## config.mk

```make
export PLATFORM = sky130hd
export DESIGN_NAME = dot4_mac
export DESIGN_NICKNAME = d
export VERILOG_FILES = /design/src/rtl/dot4_mac_pkg.sv /design/src/rtl/dot4_mac_mul.sv /design/src/rtl/dot4_mac.sv
export SDC_FILE = /design/constraint.sdc
export NUM_CORES = 1
export LEC_CHECK = 0
export ABC_CLOCK_PERIOD_IN_PS = 3970
export CORE_MARGIN = 3
export CORE_UTILIZATION = 40
export CTS_CLUSTER_DIAMETER = 200
export DETAILED_ROUTE_END_ITERATION = 10
export HOLD_SLACK_MARGIN = 0.1
export SYNTH_ARGS = -nofsm -noshare
export SYNTH_HDL_FRONTEND = slang
export SYNTH_SLANG_ARGS = --single-unit
```

## constraint.sdc

```tcl
create_clock -name clk -period 3.97 [get_ports clk]
set_input_delay 0.5955 -clock clk [delete_from_list [all_inputs] [get_ports clk]]
set_output_delay 0.5955 -clock clk [all_outputs]
set_load 0.02 [all_outputs]
```

## src/rtl/dot4_mac_pkg.sv

```systemverilog
// dot4_mac_pkg
// Shared definitions for the dot4_mac multiply-accumulate stage:
//   - out_state_e : output-register FSM states (ACCUM = no result held,
//                   FULL = result held on acc_out awaiting out_ready)
//   - OPND_W/PROD_W : operand and product widths of the 4x4 multiplier
//   - cnt_width()   : element-counter width for a given vector length
package dot4_mac_pkg;

    localparam int OPND_W = 4;
    localparam int PROD_W = 8;

    typedef enum logic {
        ACCUM = 1'b0,
        FULL  = 1'b1
    } out_state_e;

    // $clog2(LEN), but never narrower than one bit.
    function automatic int cnt_width(input int len);
        int w;
        w = $clog2(len);
        return (w < 1) ? 1 : w;
    endfunction

endpackage

```

## src/rtl/dot4_mac_mul.sv

```systemverilog
// mul
// Combinational 4x4 unsigned array multiplier: z = x * y.
// Ports:
//   x [3:0] in   multiplicand
//   y [3:0] in   multiplier
//   z [7:0] out  product (max 225)
module mul
    import dot4_mac_pkg::*;
(
    input  logic [OPND_W-1:0] x,
    input  logic [OPND_W-1:0] y,
    output logic [PROD_W-1:0] z
);

    // Shift-and-add over the multiplier bits: one partial-product row per bit.
    always_comb begin
        z = '0;
        for (int i = 0; i < OPND_W; i++) begin
            if (y[i]) begin
                z = z + ({{(PROD_W-OPND_W){1'b0}}, x} << i);
            end
        end
    end

endmodule

```

## src/rtl/dot4_mac.sv

```systemverilog
// dot4_mac
// Sequential multiply-accumulate stage. Accepts 4-bit operand pairs, registers
// each 8-bit product (stage 1), sums LEN consecutive products (stage 2) and
// presents the dot product on a held output register.
//
// Parameters:
//   LEN   products per result, 2..256
//   ACC_W accumulator / result width, >= 8
// Ports:
//   clk          in   rising-edge clock
//   rst_n        in   asynchronous active-low reset
//   in_valid     in   operand pair present
//   in_ready     out  pair accepted this cycle (when in_valid also high)
//   x, y [3:0]   in   unsigned operands
//   out_valid    out  result held on acc_out / out_ovf
//   out_ready    in   downstream takes the result this cycle
//   acc_out      out  dot-product result
//   out_ovf      out  accumulation of this result carried out of ACC_W bits
//   dbg_state_o  out  output FSM state (ACCUM / FULL)
//
// Handshakes: a transfer happens on a rising edge where valid && ready are
// both high. The producer holds its data stable while valid is high and ready
// is low; ready may depend combinationally on the other side (in_ready follows
// out_ready in the same cycle).
//
// Optional feature macro: DOT4_MAC_SAT_EN -- when defined, an overflowing
// vector saturates to 2^ACC_W-1 instead of wrapping.
module dot4_mac
    import dot4_mac_pkg::*;
#(
    parameter int LEN   = 4,
    parameter int ACC_W = 16
) (
    input  logic              clk,
    input  logic              rst_n,
    input  logic              in_valid,
    output logic              in_ready,
    input  logic [OPND_W-1:0] x,
    input  logic [OPND_W-1:0] y,
    output logic              out_valid,
    input  logic              out_ready,
    output logic [ACC_W-1:0]  acc_out,
    output logic              out_ovf,
    output out_state_e        dbg_state_o
);

    localparam int               CNT_W    = cnt_width(LEN);
    localparam logic [CNT_W-1:0] CNT_LAST = CNT_W'(LEN - 1);
    localparam logic [ACC_W-1:0] ACC_MAX  = '1;

    // Stage 1: product register
    logic [PROD_W-1:0] prod_d;
    logic [PROD_W-1:0] p_q;
    logic              p_vld_q;
    logic              accept;

    // Stage 2: accumulator
    logic [ACC_W-1:0]  acc_q;
    logic [ACC_W-1:0]  acc_d;
    logic              ovf_acc_q;
    logic              ovf_d;
    logic [CNT_W-1:0]  cnt_q;
    logic [CNT_W-1:0]  cnt_d;
    logic [ACC_W:0]    sum;
    logic [ACC_W-1:0]  acc_base;
    logic              ovf_base;
    logic              last_elem;

    // Output register / FSM
    out_state_e        state_q;
    logic [ACC_W-1:0]  acc_out_q;
    logic              out_ovf_q;

    assign out_valid   = (state_q == FULL);
    assign in_ready    = !out_valid || out_ready;
    assign accept      = in_valid && in_ready;
    assign acc_out     = acc_out_q;
    assign out_ovf     = out_ovf_q;
    assign dbg_state_o = state_q;

    mul u_mul (
        .x (x),
        .y (y),
        .z (prod_d)
    );

    always_ff @(posedge clk or negedge rst_n) begin
        if (!rst_n) begin
            p_q     <= '0;
            p_vld_q <= 1'b0;
        end else begin
            p_vld_q <= accept;
            if (accept) begin
                p_q <= prod_d;
            end
        end
    end

    // cnt==0 marks the first element of a vector: it starts from zero instead
    // of the previous vector's total, so no separate clear cycle is needed.
    always_comb begin
        acc_base  = (cnt_q == '0) ? '0 : acc_q;
        ovf_base  = (cnt_q == '0) ? 1'b0 : ovf_acc_q;
        sum       = {1'b0, acc_base} + {{(ACC_W+1-PROD_W){1'b0}}, p_q};
        ovf_d     = ovf_base | sum[ACC_W];
`ifdef DOT4_MAC_SAT_EN
        // The sticky overflow keeps the value pinned at full scale for the
        // rest of the vector.
        acc_d     = ovf_d ? ACC_MAX : sum[ACC_W-1:0];
`else
        acc_d     = sum[ACC_W-1:0];
`endif
        last_elem = p_vld_q && (cnt_q == CNT_LAST);
        cnt_d     = last_elem ? '0 : cnt_q + 1'b1;
    end

    always_ff @(posedge clk or negedge rst_n) begin
        if (!rst_n) begin
            acc_q     <= '0;
            ovf_acc_q <= 1'b0;
            cnt_q     <= '0;
        end else if (p_vld_q) begin
            acc_q     <= acc_d;
            ovf_acc_q <= ovf_d;
            cnt_q     <= cnt_d;
        end
    end

    // A product already in stage 1 when FULL is entered keeps draining into
    // the accumulator; with LEN >= 2 it can never be a last element, so the
    // held result is never overwritten before it is taken.
    always_ff @(posedge clk or negedge rst_n) begin
        if (!rst_n) begin
            state_q   <= ACCUM;
            acc_out_q <= '0;
            out_ovf_q <= 1'b0;
        end else begin
            case (state_q)
                ACCUM: begin
                    if (last_elem) begin
                        acc_out_q <= acc_d;
                        out_ovf_q <= ovf_d;
                        state_q   <= FULL;
                    end
                end
                FULL: begin
                    if (out_ready) begin
                        if (last_elem) begin
                            acc_out_q <= acc_d;
                            out_ovf_q <= ovf_d;
                        end else begin
                            state_q   <= ACCUM;
                        end
                    end
                end
                default: state_q <= ACCUM;
            endcase
        end
    end

endmodule
```

# Word level (Yosys, flattened, before mapping)
# Index checks and enable logic that the tools add are counted.
word_totals:
  register_bits: 46
  in_bits: 12
  out_inout_bits: 20
  word_cells: 38
op_classes:
  add_sub_neg: 5
  n_eq_ne: 2
  n_mux: 16
  bitwise_logic: 2
  reduce_logical: 5
ops:
  columns: ["operator", "count"]
  rows:
  - ["two-way mux 16 bit", 3]
  - ["case mux 16 bit (2 select lines)", 1]
  - ["two-way mux 8 bit", 3]
  - ["adder 16 x 8 -> 17 bit", 1]
  - ["adder 8 x 5 -> 8 bit", 1]
  - ["adder 8 x 6 -> 8 bit", 1]
  - ["adder 8 x 7 -> 8 bit", 1]
  - ["two-way mux 1 bit", 5]
  - ["two-way mux 4 bit", 1]
  - ["case mux 1 bit (2 select lines)", 2]
  - ["adder 2 x 1 -> 2 bit, second input constant", 1]
  - ["equality test 2 bit, second input constant", 1]
  - ["logical AND 1 bit", 2]
  - ["logical NOT 2 bit", 1]
  - ["two-way mux 2 bit", 1]
  - ["!= test 2 bit, second input constant", 1]
  - ["logical NOT 1 bit", 1]
  - ["logical OR 1 bit", 1]
  - ["NOT 1 bit", 1]
  - ["OR 1 bit", 1]

# Logic depth before layout (Yosys ltp)
# Gate-level depths: netlist (run 1).
depth:
  ltp_word: 7
  mapped_depth: 20

# By module
# A second synthesis (run 1) with hierarchy kept.
unflattened:
  cells_unflattened: 305
  area_unflattened_um2: 3049.2
modules_own_cells:
  columns: ["mod", "n_inst", "cells_per_inst", "area_per_inst_um2"]
  rows:
  - ["dot4_mac", 1, 236, 2486.1]
  - ["mul", 1, 69, 563.0]

# Least setup slack after synthesis (run 1)
# No wires, ideal clock.
synth_timing:
  kind: "input port to flip-flop"
  startpoint: "input port y[0]"
  endpoint: "register p_q[4]"
  setup_ps: 119
  arrival_time_ps: 3482
  setup_slack_ps: 369
  stages: 14
  cell_sequence: "and2_1 ha_1 inv_1 fa_1 mux2i_1 ha_1 inv_1 fa_1 xnor2_1 mux2_2 fa_1 and3_1 a21oi_1 a21bo_2"
synth_between:
  elab_chain_cells: 7
synth_rtl:
  columns: ["item", "line", "text"]
  rows:
  - ["start: declaration", "dot4_mac.sv:39", "input logic [OPND_W-1:0] y,"]
  - ["two-way mux 4 bit *", "dot4_mac_mul.sv:19", "if (y[i]) begin"]
  - ["adder 8 x 5 -> 8 bit", "dot4_mac_mul.sv:20", "z = z + ({{(PROD_W-OPND_W){1'b0}}, x} << i);"]
  - ["two-way mux 8 bit *", "dot4_mac_mul.sv:19", null]
  - ["adder 8 x 6 -> 8 bit", "dot4_mac_mul.sv:20", null]
  - ["two-way mux 8 bit *", "dot4_mac_mul.sv:19", null]
  - ["adder 8 x 7 -> 8 bit", "dot4_mac_mul.sv:20", null]
  - ["two-way mux 8 bit *", "dot4_mac_mul.sv:19", null]
  - ["end signal: assignment", "dot4_mac.sv:94", "p_q <= prod_d;"]
  - ["end: declaration", "dot4_mac.sv:53", "logic [PROD_W-1:0] p_q;"]
# Mark *: on every way between the ends. The rest lies on a longest branch, timed or not.
# A chain may end at the register's enable or synchronous reset.

# Final worst setup path (run 1)
layout_timing:
  startpoint: "input port x[0]"
  endpoint: "register p_q[7]"
layout_between:
  elab_chain_cells: 7
layout_rtl:
  columns: ["item", "line", "text"]
  rows:
  - ["start: declaration", "dot4_mac.sv:38", "input logic [OPND_W-1:0] x,"]
  - ["two-way mux 4 bit", "dot4_mac_mul.sv:19", null]
  - ["adder 8 x 5 -> 8 bit", "dot4_mac_mul.sv:20", null]
  - ["two-way mux 8 bit", "dot4_mac_mul.sv:19", null]
  - ["adder 8 x 6 -> 8 bit", "dot4_mac_mul.sv:20", null]
  - ["two-way mux 8 bit", "dot4_mac_mul.sv:19", null]
  - ["adder 8 x 7 -> 8 bit", "dot4_mac_mul.sv:20", null]
  - ["two-way mux 8 bit *", "dot4_mac_mul.sv:19", null]
# Marked as above.

==> impl_results.md, run 1 <==
- Mapped Cells: 331
- Yosys warns: 0
- Cell row count: 31
- Worst Path Required: between 4 and 5 ns
- Relative slew slack: 31.7%
- Placed cell area: 3510 µm²
- Psw: approximately 0.93 mW
- #FFs+latches synth: between 40 and 50
- Port Buffers: 31
- Seq/Total Area, Yosys: 38.0%
- EDFF count, synth: 0
- GRT overflow: 0
- Io pins: 32
- Mapped Nets: 368
- Internal power: 1.28 mW
- Setup WS pre-CTS: -0.298 ns
- CTS tree: done
- Area leader, netlist: dfrtp_1
- CORE AREA: 7290 µm²
- DR pass1 iterations: 4
- LEAKAGE: 1.64 nW
- TritonCTS buffer count: 5
- HPWL after DPL: roughly 5 mm
- Detailed Route Iter0 Violations: 69
- H-Tree Depth: 2
- Post-cts hold buffer count: 0
- Crit end category: flop
- Gr usage total: 16.2%
- Skew final: 0.0173 ns
- Fin area: 3680 µm²
- Netlist cell types: 51
- Tot Pwr: around 2.2 mW
- Most numerous cell in the Yosys netlist: dfrtp_1
- Final period util: 94.7%
- CTS root buf: clkbuf_8
- Status: finished clean
- # diodes: 0
- Clk_lat worst skew: about 0.31 ns
- R2r setup slk: 0.96 ns
- Yosys top cell area share: 38.0%
- Ys flop type: dfrtp_1
- Clock Path Buffers: 2
- Clock Power Share: 14.2%
- Antenna violations before repair: 0
- Final Slew Violations: 0
- Sequential Power Share: 32.3%
- Die height: 93.0 µm
- Starting density of the core: 41.5%
- Sw Share: 42.2%
- Final Hold Fails: 0
- Number of remaining DRC errors: 0
- Crit path DAT: approximately 3.9 ns
- Placed Cells: 462
- Via count of the first global-routing pass: 2323
- Hold Crit Class: input pin to asynchronous set/reset pin
- Pin count of the biggest net entering global routing: 47
- DR vias: 2459
- Max FO, Critical Path: 2
- F_max: around 0.27 GHz
- Worst hold slack: around 0.46 ns
- Type of origin of the critical path: input pin
- Clock-pin slew on the worst setup and hold paths: 0.11 ns
- Vias per cell: 5.21
- Drt wl/cell: 14.1 µm
- Peak VDD IR: 286 µV
- Remaining antenna violation count: 0
- Final Non-Filler Cells: between 400 and 500
- Final setup fails: 0
- Final core occ: 50.4%
- Ranking of synthesized cells by area: dfrtp_1 38%, ha_1 8.7%, nand2_1 5.3%
- Mapped cell area: 3030 µm²
- Critical path class: input pin to flop
- Sink Count: 46
- Gate power share: 53.5%
- Area Overhead vs Synth: 21.4%
- Max-cap viol count: 0
- Final wirelength: 6.65 mm
- Syn_area_per_cell: 9.15 µm²
- Synth async-reset ratio: 100%
- Routability cong.: around 0.84
- Power per cell area: 600 nW/µm²
- Worst-margin pin slew: 1.02 ns
- Final worst slack: 0.211 ns
- Die width: 93.0 µm
- Share of post-route cells with drive strength above 1: between 10 and 15%
- Global-route wire length before repair: 11.1 mm
- Period minus WS final: 3.76 ns
- Die area: 8650 µm²
- Layout Nets: 409
- RSZ-0062 raised after global routing: no
- Post-synth top cells: 46 x dfrtp_1, 43 x nand2_1, 21 x ha_1, 21 x inv_1, 20 x nor2_1
- Setup TNS: 0 ns
-- what timing repair did --
action                     CTS  global route
setup endpoints to repair    0             4
setup buffers                0             2
hold endpoints to repair     0             0
resized for setup            0            16
-- cell usage in the layout (no fill, tap or decap), types with 11 or more instances in the layout --
| cell | instances |
|---|---|
| dfrtp_1 | 46 |
| nand2_1 | 42 |
| clkdlybuf4s50_1 | 28 |
| inv_1 | 21 |
| nor2_1 | 20 |
| ha_1 | 19 |
| buf_4 | 16 |
| o21ai_0 | 14 |
| nor2b_1 | 12 |
| nand2b_1 | 11 |
-- worst max-delay path: stages --
cell,delay (ns)
clkdlybuf4s50_1,0.49
ha_2,0.19
inv_1,0.05
fa_2,0.41
mux2i_2,0.20
ha_2,0.21
inv_1,0.05
fa_2,0.51
mux2i_1,0.09
ha_1,0.23
fa_1,0.41
a21oi_1,0.17
nor2b_1,0.05
o21ai_0,0.16
o21ai_0,0.10
-- cell families (layout without fill, tap and decap cells) --
| family | Yosys count | after routing | synth area share [%] |
|---|---|---|---|
| simple gates | 125 | 125 | 20.5 |
| compound gates | 75 | 75 | 17.3 |
| flops | 46 | 46 | 38.0 |
| buf+inv | 34 | 76 | 4.46 |
| fa+ha+maj | 25 | 25 | 11.3 |
| mux | 16 | 16 | 5.54 |
| xor+xnor | 10 | 10 | 2.89 |
-- flip-flops by register name, indices dropped and copies added (netlist names) --
name,flops
ovf_acc_q,1
p_q,8
p_vld_q,1
out_ovf,1
acc_out,16
cnt_q,2
acc_q,16
dbg_state_o,1
-- power by group through the flow --
stage,Clock [mW],Combinational [mW],Sequential (mW)
2_1_floorplan,0,0.722,0.796
3_3_place_gp,0,1.15,0.723
3_5_place_dp,0,1.17,0.724
4_1_cts,0.327,1.17,0.717
5_1_grt,0.342,1.32,0.738
6_report,0.313,1.18,0.714
-- layout make-up --
| cell class | count | area, µm² |
|---|---|---|
| clock buffers | 5 | 68.8 |
| clock inverters | 3 | 28.8 |
| fillers | 721 | 3610 |
| inverters | 21 | 78.8 |
| multi-input cells | 251 | 1800 |
| flip-flops and latches | 46 | 1150 |
| well taps | 99 | 124 |
| repair buffers | 47 | 430 |
-- metal layers --
layer	global-route usage, %	routed length [µm]	vias up
li1	-	-	1254
met2	25.0	3020	50
met4	4.88	120	0
met1	23.0	3240	1146
met3	2.90	267	9
met5	0	0	-
-- path summary, 6_finish.rpt --
check / start / to / cells past startpoint
setup / recovery: x[0] / p_q[7]$_DFFE_PN0P_ / 15
hold / removal: rst_n / p_q[4]$_DFFE_PN0P_ / 1
setup reg to reg: cnt_q[0]$_DFFE_PN0P_ / acc_out[12]$_DFFE_PN0P_ / 11
hold reg to reg: acc_out[0]$_DFFE_PN0P_ / acc_out[0]$_DFFE_PN0P_ / 2
max in group asynchronous: rst_n / p_q[2]$_DFFE_PN0P_ / 1
min in group clk: acc_out[0]$_DFFE_PN0P_ / acc_out[0]$_DFFE_PN0P_ / 2
No activity file was read; power rests on OpenSTA's default activity.
==> run 2, diff against run 1 <==
ABC_CLOCK_PERIOD_IN_PS = 3600   (was 3970)
clock period = 3.6 ns   (was 3.97 ns; I/O delays follow)
==> impl_results.md, run 2 (synthesized netlist as in run 1, its figures left out) <==
- Final wirelength: 6.79 mm (was 6.65 mm)
- Final core occ: 51.6% (was 50.4%)
- CTS tree: done (unchanged)
- Antenna violations before repair: 0 (unchanged)
- Psw: 1.00 mW (was 0.930 mW)
- Worst-margin pin slew: 1.03 ns (was 1.02 ns)
- CTS root buf: clkbuf_8 (unchanged)
- Gate power share: 54.0% (was 53.5%)
- HPWL after DPL: 5.01 mm (was 5.03 mm)
- Final Hold Fails: 0 (unchanged)
- Vias per cell: 5.20 (was 5.21)
- Setup TNS: 0 ns (unchanged)
- Worst Path Buf+Inv: 3 (unchanged)
- Max FO, Critical Path: 2 (unchanged)
- Most common cell after layout, fill and taps aside: dfrtp_1 (unchanged)
- CORE AREA: 7290 µm² (unchanged)
- Type of origin of the critical path: input pin (unchanged)
- Max-cap viol count: 0 (unchanged)
- Io pins: 32 (unchanged)
- RSZ-0062 raised after global routing: yes (was no)
- LEAKAGE: 1.69 nW (was 1.64 nW)
- Top Family by Delay on Critical Path: adder cells (unchanged)
- Detailed Route Iter0 Violations: 102 (was 69)
- Sink Count: 46 (unchanged)
- H-Tree Depth: 2 (unchanged)
- Slowest stage cell on the critical path: fa_2 (unchanged)
- Power per cell area: 648 nW/µm² (was 600 nW/µm²)
- TritonCTS buffer count: 5 (unchanged)
- Relative slew slack: 31.5% (was 31.7%)
- Period minus WS final: 3.48 ns
- Drt wl/cell: 14.0 µm (was 14.1 µm)
- R2r setup slk: 0.75 ns (was 0.96 ns)
- Crit end category: flop (unchanged)
- Layout Nets: 421 (was 409)
- F_max: 0.287 GHz
- Area Overhead vs Synth: 24.4% (was 21.4%)
- Critical path class: input pin to flop (unchanged)
- Clock-pin slew on the worst setup and hold paths: 0.08 ns (was 0.11 ns)
- Final Slew Violations: 0 (unchanged)
- Gr usage total: 17.0% (was 16.2%)
- Share of post-route cells with drive strength above 1: 17.7% (was 13.7%)
- Worst Path Required: 3.79 ns (was 4.14 ns)
- Worst path max stage delay: 0.43 ns (was 0.51 ns)
- Remaining antenna violation count: 0 (unchanged)
- Crit path DAT: 3.68 ns (was 3.93 ns)
- Die area: 8650 µm² (unchanged)
- Pin count of the biggest net entering global routing: 47 (unchanged)
- Final period util: 96.7%
- Worst reg2reg path endpoint: out_ovf$_DFFE_PN0P_ (was acc_out[12]$_DFFE_PN0P_)
- Cell row count: 31 (unchanged)
- WP depth: 15 (unchanged)
- Clock Power Share: 13.3% (was 14.2%)
- # diodes: 0 (unchanged)
- Skew final: 0.00683 ns (was 0.0173 ns)
- Routability cong.: 0.857 (was 0.836)
- Port Buffers: 31 (unchanged)
- Global-route wire length before repair: 11.8 mm (was 11.1 mm)
- DR vias: 2515 (was 2459)
- Starting density of the core: 41.5% (unchanged)
- R2R Path Start: cnt_q[0]$_DFFE_PN0P_ (unchanged)
- Peak VDD IR: 299 µV (was 286 µV)
- Final setup fails: 0 (unchanged)
- Clk_lat worst skew: 0.30 ns (was 0.31 ns)
- R2R cell count: 11 (unchanged)
- Commonest non-fill, non-tap cells in the layout: 46 x dfrtp_1, 42 x nand2_1, 28 x buf_4 (was 46 x dfrtp_1, 42 x nand2_1, 28 x clkdlybuf4s50_1)
- Clock Path Buffers: 2 (unchanged)
- Tot Pwr: 2.44 mW (was 2.21 mW)
- Via count of the first global-routing pass: 2481 (was 2323)
- Hold Crit Class: input pin to asynchronous set/reset pin (unchanged)
- DR pass1 iterations: 4 (unchanged)
- Sw Share: 41.1% (was 42.2%)
- Die height: 93.0 µm (unchanged)
- Internal power: 1.44 mW (was 1.28 mW)
- CP cell instances: buf_6, and2_4, ha_4, inv_2, fa_2, mux2i_2, ha_2, inv_2, fa_2, mux2i_2, ha_2, fa_1, and3_1, a21oi_1, a21bo_2 (was clkdlybuf4s50_1, ha_2, inv_1, fa_2, mux2i_2, ha_2, inv_1, fa_2, mux2i_1, ha_1, fa_1, a21oi_1, nor2b_1, o21ai_0, o21ai_0)
- Status: finished clean (unchanged)
- GRT overflow: 0 (unchanged)
- Die width: 93.0 µm (unchanged)
- Sequential Power Share: 32.7% (was 32.3%)
- Number of remaining DRC errors: 0 (unchanged)
==> run 2: repair_timing <==
item / 4_1_cts / 5_1_grt
endpoints found under the setup margin: 4 / 4
setup buffers: 5 / 3
hold endpoints to repair: 0 / 0
resized for setup: 16 / 15
pin swaps: 4 / 8
hold buffers: 0 / 0
==> run 2: routing by layer <==
layer / global-route usage [%] / wire length, µm / share of wire [%]
met2: 27.5 / 3110 / 46
met5: 0 / 0 / 0
met4: 3.91 / 69 / 1.0
met1: 23.8 / 3370 / 50
met3: 2.82 / 244 / 3.6
==> run 2: cell type report <==
cell class | instances | area [µm²]
Timing Repair Buffer | 59 | 515
Sequential cell | 46 | 1150
Tap cell | 99 | 124
Clock inverter | 1 | 5.00
Multi-Input combinational cell | 251 | 1810
Fill cell | 720 | 3530
Clock buffer | 7 | 86.3
Inverter | 21 | 78.8
==> run 2: how the worst max path moves through the flow <==
stage                                    end  from  slack [ns]
after CTS                 p_q[4]$_DFFE_PN0P_  x[2]       0.007
after global placement    p_q[4]$_DFFE_PN0P_  x[1]       -0.61
final                     p_q[4]$_DFFE_PN0P_  x[1]        0.12
after floorplan           p_q[4]$_DFFE_PN0P_  y[0]        0.05
after detailed placement  p_q[6]$_DFFE_PN0P_  y[0]       -0.66
after global routing      p_q[4]$_DFFE_PN0P_  x[1]       -0.03
==> run 2: through the flow <==
stage                     setup slack, ns  instance area (µm²)  hold slack (ns)  std cells
after floorplan                    0.0544                 3030            0.244        331
after global placement             -0.612                 3550            0.457        468
after detailed placement           -0.661                 3550            0.469        468
after CTS                         0.00700                 3720            0.458        481
after global routing              -0.0314                 3770            0.510        484
final                               0.118                 3770            0.426        484
==> run 2: power groups by stage <==
stage                     clock network, mW  logic, mW  registers [mW]
after floorplan                           0      0.796           0.878
after global placement                    0       1.27           0.803
after detailed placement                  0       1.28           0.808
after CTS                             0.338       1.31           0.801
after global routing                  0.364       1.48           0.824
final                                 0.324       1.32           0.798
